`src/rtl/seq_divider.sv`:
```
// Sequential 4-bit by 2-bit unsigned divider, restoring shift-subtract, one quotient
// bit per clock, MSB first. A zero divisor completes immediately with quotient all ones.
module seq_divider (
    input  logic       clk,
    input  logic       rst,
    input  logic       start,
    input  logic [3:0] dividend,
    input  logic [1:0] divisor,
    output logic [3:0] quotient,
    output logic [1:0] remainder,
    output logic       busy,
    output logic       done,
    output logic       dz
);

    typedef enum logic [1:0] {IDLE, RUN, DONE} state_t;

    state_t     state;
    logic [3:0] dvd_r;
    logic [1:0] dvs_r;
    logic [2:0] p;
    logic [3:0] q_work;
    logic [1:0] cnt;

    logic [1:0] bit_idx;
    logic [2:0] p_shift;
    logic [2:0] p_next;
    logic       q_bit;

    // One restoring step: shift in the next dividend bit, subtract when it fits.
    always_comb begin
        bit_idx = ~cnt;
        p_shift = {p[1:0], dvd_r[bit_idx]};
        p_next  = p_shift;
        q_bit   = 1'b0;
        if (p_shift >= {1'b0, dvs_r}) begin
            p_next = p_shift - {1'b0, dvs_r};
            q_bit  = 1'b1;
        end
    end

    always_ff @(posedge clk) begin
        if (rst) begin
            state     <= IDLE;
            dvd_r     <= 4'd0;
            dvs_r     <= 2'd0;
            p         <= 3'd0;
            q_work    <= 4'd0;
            cnt       <= 2'd0;
            quotient  <= 4'd0;
            remainder <= 2'd0;
            busy      <= 1'b0;
            done      <= 1'b0;
            dz        <= 1'b0;
        end else begin
            case (state)
                IDLE, DONE: begin
                    if (start) begin
                        dvd_r  <= dividend;
                        dvs_r  <= divisor;
                        p      <= 3'd0;
                        q_work <= 4'd0;
                        cnt    <= 2'd0;
                        if (divisor == 2'd0) begin
                            // No iteration: the result is defined, not computed.
                            state     <= DONE;
                            quotient  <= 4'b1111;
                            remainder <= dividend[1:0];
                            dz        <= 1'b1;
                            done      <= 1'b1;
                            busy      <= 1'b0;
                        end else begin
                            state <= RUN;
                            dz    <= 1'b0;
                            done  <= 1'b0;
                            busy  <= 1'b1;
                        end
                    end
                end
                RUN: begin
                    p      <= p_next;
                    q_work <= {q_work[2:0], q_bit};
                    cnt    <= cnt + 2'd1;
                    if (cnt == 2'd3) begin
                        // Outputs update only here, so partial values stay hidden.
                        quotient  <= {q_work[2:0], q_bit};
                        remainder <= p_next[1:0];
                        state     <= DONE;
                        busy      <= 1'b0;
                        done      <= 1'b1;
                    end
                end
                default: begin
                    state <= IDLE;
                    busy  <= 1'b0;
                    done  <= 1'b0;
                end
            endcase
        end
    end

endmodule

```
`config.mk`:
```
export PLATFORM = sky130hd
export DESIGN_NAME = seq_divider
export DESIGN_NICKNAME = d
export VERILOG_FILES = /design/src/rtl/seq_divider.sv
export SDC_FILE = /design/constraint.sdc
export NUM_CORES = 1
export LEC_CHECK = 0
export ABC_CLOCK_PERIOD_IN_PS = 5700
export CAP_MARGIN = 20
export CORE_MARGIN = 2
export CORE_UTILIZATION = 30
export DETAILED_ROUTE_END_ITERATION = 16
export PLACE_DENSITY = 0.6
export SETUP_SLACK_MARGIN = 0.4
export SYNTH_ARGS = -nofsm -noshare
export SYNTH_HDL_FRONTEND = slang
export SYNTH_SLANG_ARGS = --single-unit
```
`constraint.sdc`:
```
create_clock -name clk -period 5.7 [get_ports clk]
set_input_delay 0.855 -clock clk [delete_from_list [all_inputs] [get_ports clk]]
set_output_delay 0.855 -clock clk [all_outputs]
set_load 0.005 [all_outputs]
```
# After elaboration in Yosys (flattened, before gate mapping)
# Cells that the tools add are included.
# totals
register_bits,24
mem_bits_rw,0
latch_bits,0
output_inout_bits,9
mem_bits_ro,0
elab_cells,60
input_bits,9
memories,0
# classes
multipliers,0
n_reduce_logical,8
magnitude_cmp,2
n_eq_ne,6
n_mux,30
addsub,2
n_bitwise,1
div,0
shifts,0
# op_table
cell,count
$mux 2,9
$pmux 2 s2,4
$mux 4,3
$mux 1,8
$pmux 4 s2,1
$ne 2x2->1 const B,3
$pmux 3 s2,1
$reduce_and 2->1,3
$eq 2x2->1 const B,2
$logic_not 2->1,2
$pmux 1 s2,2
$reduce_and 4->1,1
$ge 3x2->1,1
$lt 2x3->1 const B,1
$mux 3,1
$add 2x1->2 const B,1
$bmux 1 s2,1
$eq 2x1->1 const B,1
$not 2->2,1
$reduce_bool 2->1,1
$reduce_or 2->1,1
$sub 2x2->2,1

# Logic depth before layout (Yosys ltp)
# depth
depth_word,7
mapped_depth,8
ltp_nobuf,8

# Worst setup path before layout
# No wires, ideal clock.
# synth_timing
path_kind,flip-flop to flip-flop
from,register cnt[1]
to,register remainder[1]
t_arrival_ps,1962
slack_ps,3652
path_stages_with_launch,9
required_ps,5614
setup_time_ps,86
period_less_slack_ps,2048
n_path_buf,0
cell_sequence,dfxtp_1 > mux2i_1 > mux2_4 > ha_1 > nand2b_1 > a211o_4 > mux2_2 > nand2_1 > a211oi_1
# synth_via
elab_chain_len,7
word_cells_on_any_way,11
classes_between,add/sub: 1; order compare: 1; eq/ne: 2; mux: 5; bitwise: 1; reduce/logical: 1
# synth_lines
element,line,rtl
"start, declared",23,logic [1:0] cnt;
"start signal, assigned",83,cnt <= cnt + 2'd1;
$not 2->2,32,bit_idx = ~cnt;
$bmux 1 s2,33,"p_shift = {p[1:0], dvd_r[bit_idx]};"
$mux 1 (implied by the code),33,
$ge 3x2->1 / $sub 2x2->2 (equally long branches),"36, 37",
$mux 2,36,"if (p_shift >= {1'b0, dvs_r}) begin"
$mux 2,84,if (cnt == 2'd3) begin
$pmux 2 s2,56,case (state)
"end signal, assigned",68,remainder <= dividend[1:0];
"end signal, assigned",87,remainder <= p_next[1:0];
"end, declared",10,"output logic [1:0] remainder,"
# Several ways; a longest one is shown, not always the timed one. The select of a mux whose other input is x is not followed.
# A chain may end at the register's enable or synchronous reset.

# Final worst setup path
# Ends and elaborated chain as after synthesis.

==> results.sh <==
export IMPL_htree_num_levels=1
export IMPL_p_clk_share_pct=24.2
export IMPL_synth_warning_count=0
export IMPL_dp_hpwl_mm=1.52
export IMPL_via_count=830
export IMPL_peakVddDrop_v=0.000126
export IMPL_grt_pass1_vias=797
export IMPL_power_density_nw_per_um2=249
export IMPL_fin_util_pct=39.5
export IMPL_drv_cap=0
export IMPL_path_cells="mux2i_1 -> mux2_4 -> ha_1 -> nand2b_1 -> a211o_4 -> mux2_2 -> nand2_1 -> a211oi_1"
export IMPL_synthCells=112
export IMPL_drc_errors=0
export IMPL_rsz0062_at_grt="no"
export IMPL_io_pins=18
export IMPL_p_comb_share_pct=18.1
export IMPL_synth_edf_count=0
export IMPL_clockRootBuffer="clkbuf_4"
export IMPL_clkSinkCount=23
export IMPL_syn_num_nets=124
export IMPL_p_leak_nw=0.461
export IMPL_fin_nets=141
export IMPL_max_freq_ghz=0.441
export IMPL_cp_start_kind="flop"
export IMPL_firstDrtPassIters=4
export IMPL_viasPerCell=4.83
export IMPL_setup_ws_ps=3430
export IMPL_crit_arrival_ps=2490
export IMPL_cts_tree="built"
export IMPL_avgSynthCellArea_sq_um=8.93
export IMPL_postCtsSetupBuffers=0
export IMPL_async_flop_share_pct=0
export IMPL_clock_path_buffers=2
export IMPL_grt_max_degree=25
export IMPL_hp_class="reg -> reg"
export IMPL_initial_core_util_pct=32.2
export IMPL_grt_pass1_wl_mm=3.50
export IMPL_diodes=0
export IMPL_core_sq_um=3100
export IMPL_yosysSeqAreaShare_pct=46.1
export IMPL_grt_use_total_pct=12.3
export IMPL_die_area_sq_um=3810
export IMPL_drt_iter0_drc=20
export IMPL_cts_hold_buf=0
export IMPL_seqCellArea_sq_um=460
export IMPL_portBuffers=17
export IMPL_synth_cell_types=30
export IMPL_synth_area_leaders="dfxtp_1 46%, a21oi_1 7.0%, nand2_1 6.0%"
export IMPL_synth_most_common_cell="dfxtp_1"
export IMPL_cts_buffers=3
export IMPL_crit_required_ps=5920
export IMPL_gp_congestion=0.811
export IMPL_internal_power_mw=0.224
export IMPL_ant_nets=0
export IMPL_ys_flop_type="dfxtp_1"
export IMPL_finalSetupTns_ps=0
export IMPL_nFillCells=347
export IMPL_num_rows=20
export IMPL_period_needed_ps=2270
export IMPL_pre_cts_slack_ps=3160
export IMPL_criticalPathCategory="reg -> reg"
export IMPL_wl_per_cell_microns=11.6
export IMPL_clkSlewWorstSetupHoldPaths_ps=120
export IMPL_finalHoldViolCount=0
export IMPL_antenna_found_initial=0
export IMPL_power_sequential_fraction_pct=57.7
export IMPL_synth_seq_cells=23
export IMPL_slew_viol_final=0
export IMPL_skew_ps=2.05
export IMPL_finalSetupViolations=0
export IMPL_die_width_microns=61.7
export IMPL_p_sw_mw=0.0815
export IMPL_grt_ovfl_total=0
export IMPL_routed_wl_mm=2.00
export IMPL_die_h_microns=61.7
export IMPL_synth_top_area_cell="dfxtp_1"
export IMPL_crit_path_max_incr_delay_ps=440
export IMPL_end_kind="flop"
export IMPL_slowest_stage="dfxtp_1"
export IMPL_synthTopCellsByCount="23 x dfxtp_1, 16 x nand2_1, 15 x nor2_1"
export IMPL_synth_top_area_share_pct=46.1
export IMPL_syn2layout_area_growth_pct=22.5
export IMPL_cp_max_fo=5
export IMPL_worst_pin_slew_ps=872
export IMPL_p_sw_share_pct=26.7
export IMPL_cts_resized=0
export IMPL_post_route_period_util_pct=39.8
export IMPL_status="finished clean"
export IMPL_clk_latency_ps=310
export IMPL_maxSlewHeadroom_pct=41.7
export IMPL_multi_input_area_sq_um=504
export IMPL_drive_gt1_share_pct=11.7
export IMPL_syn_cell_area_sq_um=1000
==> layout make-up <==
type / count / share of cell area (%)
clock buffers: 3 / 1.84
clock inverters: 1 / 0.409
inverters: 2 / 0.613
multi-input cells: 82 / 41.2
flip-flops and latches: 23 / 37.6
well taps: 44 / 4.49
repair buffers: 17 / 13.9
==> stage by stage <==
step	hold slack [ps]	std cells	instance area, sq um	power, mW
final	467	172	1220	0.305
after global routing	504	172	1220	0.323
after CTS	470	172	1220	0.309
after detailed placement	448	168	1200	0.235
after global placement	449	168	1200	0.235
after floorplan	436	112	1000	0.216
==> logic make-up (layout without fill, tap and decap cells) <==
| family | Yosys count | after routing | synth area share, % |
|---|---|---|---|
| simple gates | 47 | 47 | 21.9 |
| fa+ha+maj | 3 | 3 | 3.76 |
| buf+inv | 7 | 23 | 3.50 |
| xor+xnor | 1 | 1 | 0.876 |
| mux | 6 | 6 | 6.63 |
| flops | 23 | 23 | 46.1 |
| compound gates | 25 | 25 | 17.3 |
==> cells in the final DEF (no fill, tap or decap) <==
cell type        netlist  layout
inv_1                  2       2
or3b_2                 1       1
a22oi_1                2       2
nand2_1               16      16
a211oi_2               1       1
a21oi_2                1       1
nor2_2                 1       1
a211oi_1               1       1
mux2_4                 1       1
dfxtp_1               23      23
clkdlybuf4s50_1        0      17
nand2b_2               1       1
a21oi_1               14      14
xnor2_1                1       1
nand2b_1               3       3
clkinv_2               0       1
clkbuf_4               0       3
mux2i_1                4       4
nor2_1                15      15
ha_1                   3       3
nor2b_1                2       2
o21ai_0                2       2
o41ai_2                1       1
mux2_2                 1       1
a21o_2                 1       1
o22ai_1                1       1
nor3_1                 6       6
nor3_2                 1       1
nand3b_1               1       1
a211o_4                1       1
==> sequential cells by signal, summed over array words and instances, names as in the netlist <==
| name | flops |
|---|---|
| p | 2 |
| state | 2 |
| remainder | 2 |
| dz | 1 |
| busy | 1 |
| dvd_r | 4 |
| quotient | 4 |
| dvs_r | 2 |
| cnt | 2 |
| q_work | 3 |
==> critical path: cells and delay by family (launching register included) <==
family | cells | cell delay, ps
compound gates | 2 | 610
mux | 3 | 620
fa+ha+maj | 1 | 280
flops | 1 | 440
simple gates | 2 | 240
==> power by group through the flow <==
stage / Sequential [mW] / Combinational, mW / Clock [mW]
6_report: 0.176 / 0.0554 / 0.0738
5_1_grt: 0.177 / 0.0618 / 0.0835
4_1_cts: 0.176 / 0.0559 / 0.0764
3_5_place_dp: 0.180 / 0.0556 / 0
3_3_place_gp: 0.180 / 0.0552 / 0
2_1_floorplan: 0.179 / 0.0376 / 0
==> metal layers <==
| metal | track usage (%) | share of wire [%] | vias up |
|---|---|---|---|
| li1 | - | - | 416 |
| met3 | 0.621 | 2.3 | 5 |
| met5 | 0 | 0 | - |
| met2 | 19.7 | 44 | 16 |
| met4 | 8.21 | 2.8 | 0 |
| met1 | 16.0 | 50 | 393 |
==> path summary, 6_finish.rpt <==
path | startpoint | end | slack, ps | cells after the start
min reg2reg | dvd_r[2] | dvd_r[2] | 470 | 2
max | cnt[1] | remainder[1] | 3430 | 8
min | dvd_r[2] | dvd_r[2] | 470 | 2
max reg2reg | cnt[1] | remainder[1] | 3430 | 8
No activity file was read; power rests on OpenSTA's default activity.
